`config.mk`:
```
export PLATFORM = sky130hd
export DESIGN_NAME = sbn_loader
export DESIGN_NICKNAME = d
export VERILOG_FILES = /design/src/rtl/sbn_loader.sv
export SDC_FILE = /design/constraint.sdc
export NUM_CORES = 1
export LEC_CHECK = 0
export CAP_MARGIN = 5
export CELL_PAD_IN_SITES_DETAIL_PLACEMENT = 1
export CELL_PAD_IN_SITES_GLOBAL_PLACEMENT = 1
export CORE_ASPECT_RATIO = 0.9
export CORE_MARGIN = 1
export CORE_UTILIZATION = 39
export DETAILED_ROUTE_END_ITERATION = 10
export GPL_ROUTABILITY_DRIVEN = 0
export GPL_TIMING_DRIVEN = 0
export HOLD_SLACK_MARGIN = 0.05
export PLACE_DENSITY_LB_ADDON = 0.05
export SYNTH_ARGS = -nofsm -noshare
export SYNTH_HDL_FRONTEND = slang
export SYNTH_SLANG_ARGS = --single-unit
export TNS_END_PERCENT = 1
```
`constraint.sdc`:
```
create_clock -name clk -period 4.9 [get_ports clk]
set_clock_uncertainty 0.15 [all_clocks]
set_input_delay 0.98 -clock clk [delete_from_list [all_inputs] [get_ports clk]]
set_output_delay 0.98 -clock clk [all_outputs]
set_load 0.01 [all_outputs]
```
`src/rtl/sbn_loader.sv`:
```
// Byte-stream boot loader for the SBN machine: assembles instruction/data words
// from a valid/ready byte stream, writes them to imem/dmem, then releases the machine.
module sbn_loader #(
  parameter int fwidth = 8,
  parameter int dwidth = 32,
  parameter int iwidth = 4 * fwidth
) (
  input  logic              clk,
  input  logic              rst,
  input  logic              in_valid,
  input  logic [7:0]        in_data,
  output logic              in_ready,
  output logic              imem_we,
  output logic [fwidth-1:0] imem_addr,
  output logic [iwidth-1:0] imem_wdata,
  output logic              dmem_we,
  output logic [fwidth-1:0] dmem_addr,
  output logic [dwidth-1:0] dmem_wdata,
  output logic              run,
  output logic              err
);

  // state   | meaning
  // S_CMD   | waiting for a command byte (NOP, imem, dmem, run)
  // S_ADDR  | next byte is the start address of the section
  // S_COUNT | next byte is word count minus one
  // S_DATA  | shifting word bytes MSB first, writing each completed word
  // S_RUN   | machine released; terminal until reset
  // S_ERR   | illegal command seen; terminal until reset

  localparam int IBYTES = (iwidth + 7) / 8;
  localparam int DBYTES = (dwidth + 7) / 8;
  localparam int AW0    = (iwidth > dwidth) ? iwidth : dwidth;
  localparam int AW     = (AW0 < 16) ? 16 : AW0;

  typedef enum logic [2:0] {
    S_CMD,
    S_ADDR,
    S_COUNT,
    S_DATA,
    S_RUN,
    S_ERR
  } state_t;

  state_t              state_q, state_d;
  logic                sel_dmem_q, sel_dmem_d;
  logic [fwidth-1:0]   ptr_q, ptr_d;
  logic [7:0]          words_q, words_d;
  logic [7:0]          bytes_q, bytes_d;
  logic [AW-1:0]       asm_q, asm_d;
  logic                imem_we_q, imem_we_d;
  logic [fwidth-1:0]   imem_addr_q, imem_addr_d;
  logic [iwidth-1:0]   imem_wdata_q, imem_wdata_d;
  logic                dmem_we_q, dmem_we_d;
  logic [fwidth-1:0]   dmem_addr_q, dmem_addr_d;
  logic [dwidth-1:0]   dmem_wdata_q, dmem_wdata_d;

  logic                loading;
  logic                acc;
  logic [7:0]          bytes_init;

  assign loading    = (state_q == S_CMD) || (state_q == S_ADDR) ||
                      (state_q == S_COUNT) || (state_q == S_DATA);
  // Gated by rst so the handshake reads as not-ready while reset is held.
  assign in_ready   = loading && !rst;
  assign acc        = in_valid && loading;
  assign bytes_init = sel_dmem_q ? 8'(DBYTES - 1) : 8'(IBYTES - 1);

  always_comb begin
    state_d      = state_q;
    sel_dmem_d   = sel_dmem_q;
    ptr_d        = ptr_q;
    words_d      = words_q;
    bytes_d      = bytes_q;
    asm_d        = asm_q;
    imem_we_d    = 1'b0;
    imem_addr_d  = imem_addr_q;
    imem_wdata_d = imem_wdata_q;
    dmem_we_d    = 1'b0;
    dmem_addr_d  = dmem_addr_q;
    dmem_wdata_d = dmem_wdata_q;

    if (acc) begin
      case (state_q)
        S_CMD: begin
          case (in_data)
            8'h00: state_d = S_CMD;
            8'h01: begin
              sel_dmem_d = 1'b0;
              state_d    = S_ADDR;
            end
            8'h02: begin
              sel_dmem_d = 1'b1;
              state_d    = S_ADDR;
            end
            8'h03:   state_d = S_RUN;
            default: state_d = S_ERR;
          endcase
        end
        S_ADDR: begin
          ptr_d   = in_data[fwidth-1:0];
          state_d = S_COUNT;
        end
        S_COUNT: begin
          words_d = in_data;
          bytes_d = bytes_init;
          state_d = S_DATA;
        end
        S_DATA: begin
          // Bits shifted past the word width fall off when the word is sliced out.
          asm_d = (asm_q << 8) | AW'(in_data);
          if (bytes_q == 8'd0) begin
            bytes_d = bytes_init;
            ptr_d   = ptr_q + fwidth'(1);
            if (sel_dmem_q) begin
              dmem_we_d    = 1'b1;
              dmem_addr_d  = ptr_q;
              dmem_wdata_d = asm_d[dwidth-1:0];
            end else begin
              imem_we_d    = 1'b1;
              imem_addr_d  = ptr_q;
              imem_wdata_d = asm_d[iwidth-1:0];
            end
            if (words_q == 8'd0) state_d = S_CMD;
            else                 words_d = words_q - 8'd1;
          end else begin
            bytes_d = bytes_q - 8'd1;
          end
        end
        default: state_d = state_q;
      endcase
    end
  end

  always_ff @(posedge clk or posedge rst) begin
    if (rst) begin
      state_q      <= S_CMD;
      sel_dmem_q   <= 1'b0;
      ptr_q        <= '0;
      words_q      <= '0;
      bytes_q      <= '0;
      asm_q        <= '0;
      imem_we_q    <= 1'b0;
      imem_addr_q  <= '0;
      imem_wdata_q <= '0;
      dmem_we_q    <= 1'b0;
      dmem_addr_q  <= '0;
      dmem_wdata_q <= '0;
    end else begin
      state_q      <= state_d;
      sel_dmem_q   <= sel_dmem_d;
      ptr_q        <= ptr_d;
      words_q      <= words_d;
      bytes_q      <= bytes_d;
      asm_q        <= asm_d;
      imem_we_q    <= imem_we_d;
      imem_addr_q  <= imem_addr_d;
      imem_wdata_q <= imem_wdata_d;
      dmem_we_q    <= dmem_we_d;
      dmem_addr_q  <= dmem_addr_d;
      dmem_wdata_q <= dmem_wdata_d;
    end
  end

  assign imem_we    = imem_we_q;
  assign imem_addr  = imem_addr_q;
  assign imem_wdata = imem_wdata_q;
  assign dmem_we    = dmem_we_q;
  assign dmem_addr  = dmem_addr_q;
  assign dmem_wdata = dmem_wdata_q;
  assign run        = (state_q == S_RUN);
  assign err        = (state_q == S_ERR);

endmodule
```
**Yosys cells after proc, flatten, opt, wreduce, memory -nomap -nowiden**

Index checks and enable logic that the tools add are counted.

- Add/sub/neg operators: 3
- Reduce and logical (&&, ||, !) cells: 23
- Bitwise logic cells: 2
- Muxes and demuxes: 20
- Equal/unequal tests: 11

Operator list:

| kind | count |
|---|---|
| 8-bit case mux with 2 select lines | 3 |
| 8-bit two-way mux | 4 |
| 32-bit by 8-bit OR with 32-bit output | 1 |
| 8-bit logical NOT | 3 |
| 8-bit by 2-bit == test with 1-bit output, second input constant | 2 |
| 4-bit AND reduction | 4 |
| 8-bit by 1-bit subtractor with 8-bit output, second input constant | 2 |
| 3-bit case mux with 4 select lines | 1 |
| 3-bit case mux with 3 select lines | 1 |
| 8-bit by 1-bit adder with 8-bit output, second input constant | 1 |
| 8-bit by 1-bit == test with 1-bit output, second input constant | 1 |
| 1-bit two-way mux | 8 |
| 3-bit by 2-bit == test with 1-bit output, second input constant | 2 |
| 3-bit == test, second input constant | 2 |
| 3-bit two-way mux | 2 |
| 3-bit AND reduction | 2 |
| 2-bit nonzero test | 3 |
| 2-bit by 1-bit inequality test with 1-bit output, second input constant | 2 |
| 2-bit AND reduction | 2 |
| 4-bit nonzero test | 1 |
| 3-bit by 1-bit == test with 1-bit output, second input constant | 1 |
| 3-bit logical NOT | 1 |
| 1-bit logical OR | 3 |
| 1-bit logical AND | 2 |
| 5 further kinds | 5 |

- Flip-flop bits (word level): 134
- Bits of input ports: 11
- Output and inout port bits: 85
- Logic and storage cells: 71

**Logic depth before layout (Yosys ltp)**

- Word-level depth: 6
- Gate-level depth with buffers: 8

**Least setup slack after synthesis**

OpenSTA, ideal clock, no wires.

- Path kind: input to register
- Start point: input port in_valid
- End point: register dmem_addr_q[0], in the netlist dmem_addr[0]
- Setup time: 0.125 ns
- Stages: 7
- Path slack: 2.330 ns
- Buffers on the path: 3
- Arrival time: 2.295 ns
- Cell sequence: nor2b_1 > buf_2 > nand3_4 > or3_1 > buf_2 > buf_6 > mux2_4

- Cells in the longest elaborated chain, start to end: 2

RTL lines:

| element | line | text |
|---|---|---|
| from (decl) | 10 | `input logic in_valid,` |
| 1-bit logical AND | 66 | `assign acc = in_valid && loading;` |
| 4-bit AND reduction (no source line) | -- |  |
| to (signal assigned) | 160 | `dmem_addr_q <= dmem_addr_d;` |
| to (decl) | 55 | `logic [fwidth-1:0] dmem_addr_q, dmem_addr_d;` |

Every way passes these cells.
A chain may end at the register's enable or synchronous reset.

**Final worst setup path**

- Start point: input port rst
- End point: output port in_ready

- Cells in the longest elaborated chain, start to end: 2

RTL lines:

| element | line | text |
|---|---|---|
| from (decl) | 9 | `input logic rst,` |
| 1-bit logical NOT (no source line) | -- |  |
| 1-bit logical AND | 65 | `assign in_ready = loading && !rst;` |
| to (decl) | 12 | `output logic in_ready,` |

Every way passes these cells.

==> flow_metrics.tcl <==
set metrics [dict create \
    clk_latency_ps 420 \
    post-route-min-period_ps 3297 \
    synth.ff_latch_count 134 \
    layoutNonFillerInstCount 747 \
    postRouteWirelength_um 14560 \
    netlist.top_cell.by_area "sky130_fd_sc_hd__dfrtp_1" \
    final.fill_count 1456 \
    path_class "in2out" \
    final_hold_viol_count 0 \
    drt_pre_antenna_iters 4 \
    design.core.area_mm2 0.01426 \
    cap_violations 0 \
    dieArea_mm2 0.01538 \
    fin_nets 557 \
    final_layout_size_suffix_gt1_share_pct 27.98 \
    hold_buffers 0 \
    number_of_pins_with_negative_max_slew_slack_in_the_final_report 0 \
    synth-async-reset-ratio_pct 100.0 \
    clock_tree_from_tritoncts "yes" \
    setup.worst_path.end_class "output port" \
    synth_warnings 0 \
    clk_root_buffer_cell "sky130_fd_sc_hd__clkbuf_16" \
    syn-mean-instance-area_um2 13.60 \
    cellLeakagePower_uw 0.003690 \
    syn_to_final_growth_pct 31.31 \
    synth.top_cell.area_share_pct 57.75 \
    post-route-period-util_pct 67.29 \
    power.density_cell_area_mw_per_mm2 319.6 \
    insertedDiodeCount 0 \
    netlist_area_mm2 0.005807 \
    tritoncts.num_buffers 17 \
    synth_enable_flop_cells 0 \
    detailroute.via_count 3879 \
    clock.fmax_ghz 0.3033 \
    post_cts.resized_instances 0 \
    tightest_slew_ps 645.6 \
    wire_length_per_cell_um 19.50 \
    timing.max_slew.rel_slack_pct 56.96 \
    cts.sinks 134 \
    x_dimension_of_the_die_um 130.6 \
    synthCells 427 \
    place.port_buffers 95 \
    sum_of_overflow_across_all_layers_after_global_routing 0 \
    max-clock-path-buffers 2 \
    cts_setup_buffers 0 \
    largest_net_degree_at_the_start_of_global_routing 101 \
    synth.lib_cells_used.distinct 51 \
    final_core_util_pct 53.47 \
    dpl.hpwl_um 9652 \
    detail_route.vias_per_cell 5.193 \
    dp_cells 716 \
    row_count 41 \
    hold_class "reg2reg" \
    status "complete, no violations" \
    grt_pass1_vias 4138 \
    grt.total_usage_pct 20.78 \
    vdd_ir_drop_max_mv 0.2254 \
    timing.final.setup_violations 0 \
    startpoint_type "input port" \
    number_of_antenna_violations_at_the_first_check_in_global_routing 0 \
    crit_fanout 2 \
    remaining_drc_errors 0 \
    synth_nets 442 \
    detail-route-antenna-nets 0 \
    synth.yosys.seq_area_share_pct 57.75 \
    die-height_um 117.8 \
    grt_first_pass_wirelength_um 23710 \
    cts.reportedPaths.clkPinSlew_ps 60 \
    arrival_ps 2170 \
    boundaryPins 96 \
    floorplan.initialDensity_pct 40.72 \
    rsz0062_at_grt "no" \
    drt_iter0_markers 187 \
    ctsHtreeMaxLevel 4 \
    synthTopCellsByArea "sky130_fd_sc_hd__dfrtp_1, sky130_fd_sc_hd__mux2_2, sky130_fd_sc_hd__mux2_4" \
    synth_ff_type "sky130_fd_sc_hd__dfrtp_1" \
    cp_data_required_time_ps 3770 \
]
## through the flow
step                      power [uW]  TNS, ps  setup WS [ps]  area [um2]  hold slack [ps]
final                           2437        0           1603        7625            335.5
after global routing            2521        0           1554        7625            353.3
after CTS                       2472        0           1592        7625            340.9
after detailed placement        1191        0           1430        7032            339.6
after global placement          1187  -241770          -1816        6999            320.9
after floorplan                 1157        0          187.2        5807            324.5
## registers in the layout, summed over array words and instances, names as in the netlist, 8 cells and up
register and cells:
asm_q 24, ptr_q 8, dmem_wdata 32, imem_addr 8, bytes_q 8, dmem_addr 8
imem_wdata 32, words_q 8
## cell type report
| type | count | area, um2 | area share, % |
|---|---|---|---|
| Sequential cell | 134 | 3353 | 43.98 |
| Multi-Input combinational cell | 262 | 2298 | 30.14 |
| Timing Repair Buffer | 96 | 978.4 | 12.83 |
| Clock buffer | 20 | 466.7 | 6.121 |
| Tap cell | 193 | 241.5 | 3.167 |
| Clock inverter | 11 | 126.4 | 1.657 |
| Buffer | 21 | 117.6 | 1.543 |
| Inverter | 10 | 42.54 | 0.5579 |
## synthesized netlist by cell type (2+ instances only)
library cell	n
sky130_fd_sc_hd__a211o_1	2
sky130_fd_sc_hd__a21boi_0	3
sky130_fd_sc_hd__a21oi_1	10
sky130_fd_sc_hd__a2bb2oi_1	3
sky130_fd_sc_hd__a31oi_1	6
sky130_fd_sc_hd__and2_1	2
sky130_fd_sc_hd__and3_1	6
sky130_fd_sc_hd__and3b_1	3
sky130_fd_sc_hd__buf_1	2
sky130_fd_sc_hd__buf_2	7
sky130_fd_sc_hd__buf_6	4
sky130_fd_sc_hd__clkbuf_1	8
sky130_fd_sc_hd__dfrtp_1	134
sky130_fd_sc_hd__ha_1	4
sky130_fd_sc_hd__inv_1	10
sky130_fd_sc_hd__mux2_2	64
sky130_fd_sc_hd__mux2_4	39
sky130_fd_sc_hd__nand2_1	10
sky130_fd_sc_hd__nand3_1	5
sky130_fd_sc_hd__nand4_1	2
sky130_fd_sc_hd__nor2_1	31
sky130_fd_sc_hd__nor2b_1	5
sky130_fd_sc_hd__nor3_1	9
sky130_fd_sc_hd__nor3_2	2
sky130_fd_sc_hd__nor3b_1	3
sky130_fd_sc_hd__nor4_1	2
sky130_fd_sc_hd__o21ai_0	13
sky130_fd_sc_hd__o22a_1	3
sky130_fd_sc_hd__o31ai_1	8
sky130_fd_sc_hd__xnor2_1	3
sky130_fd_sc_hd__xor2_1	4
## cell usage in the layout (no fill, tap or decap), types with 4 or more instances in the layout
cell and count:
sky130_fd_sc_hd__clkdlybuf4s50_1 95, sky130_fd_sc_hd__dfrtp_1 134, sky130_fd_sc_hd__a31oi_1 6, sky130_fd_sc_hd__o21ai_0 13, sky130_fd_sc_hd__inv_1 9, sky130_fd_sc_hd__clkbuf_1 8
sky130_fd_sc_hd__nor2_1 31, sky130_fd_sc_hd__clkinvlp_4 4, sky130_fd_sc_hd__nor3_1 9, sky130_fd_sc_hd__xor2_1 4, sky130_fd_sc_hd__nor2b_1 5, sky130_fd_sc_hd__nand3_1 5
sky130_fd_sc_hd__o31ai_1 8, sky130_fd_sc_hd__nand2_1 10, sky130_fd_sc_hd__buf_2 7, sky130_fd_sc_hd__ha_1 4, sky130_fd_sc_hd__mux2_2 64, sky130_fd_sc_hd__buf_6 4
sky130_fd_sc_hd__and3_1 6, sky130_fd_sc_hd__clkbuf_16 17, sky130_fd_sc_hd__mux2_4 39, sky130_fd_sc_hd__a21oi_1 10
## worst paths after layout
check                                           startpoint                          to  slack (ps)  cells past startpoint
worst max-delay path                                   rst                    in_ready        1600                      3
worst min-delay path            imem_wdata[29]$_DFFE_PP0P_  imem_wdata[29]$_DFFE_PP0P_         340                      1
worst max register to register      bytes_q[0]$_DFFE_PP0P_  imem_wdata[21]$_DFFE_PP0P_        2140                      7
worst min register to register  imem_wdata[29]$_DFFE_PP0P_  imem_wdata[29]$_DFFE_PP0P_         340                      1
max in group asynchronous                              rst  imem_wdata[30]$_DFFE_PP0P_        2990                      3
min in group asynchronous                              rst      bytes_q[3]$_DFFE_PP0P_         810                      2
## power by group
group | internal, uW | switching (uW) | total (uW)
clock network | 785 | 482 | 1270
registers | 1110 | 0.616 | 1110
logic | 17.2 | 43.8 | 61.0
## logic make-up (layout without fill, tap and decap cells)
logic type	Yosys count	count (layout)	synth area share, %
buffers and inverters	31	158	2.672
AO/OA/AOI/OAI	57	57	6.551
adder cells (fa/ha/maj)	4	4	0.8619
flip-flops	134	134	57.75
AND/OR/NAND/NOR	90	90	8.425
XOR/XNOR	7	7	1.056
multiplexers	104	104	22.69
## worst max-delay path, cell delays in order
cell                              delay [ps]
sky130_fd_sc_hd__clkdlybuf4s50_1         490
sky130_fd_sc_hd__nor2_1                  140
sky130_fd_sc_hd__clkdlybuf4s50_1         550
## per-layer routing
layer / part of all wire (%) / global-route usage [%] / vias up / routed length (um)
met2: 45 / 30.09 / 102 / 6624
met3: 4.5 / 5.773 / 11 / 653
met1: 49 / 29.71 / 2006 / 7136
met5: 0 / 0 / - / 0
li1: - / - / 1760 / -
met4: 1.0 / 7.040 / 0 / 148
Power figures use the tool's default switching activity.
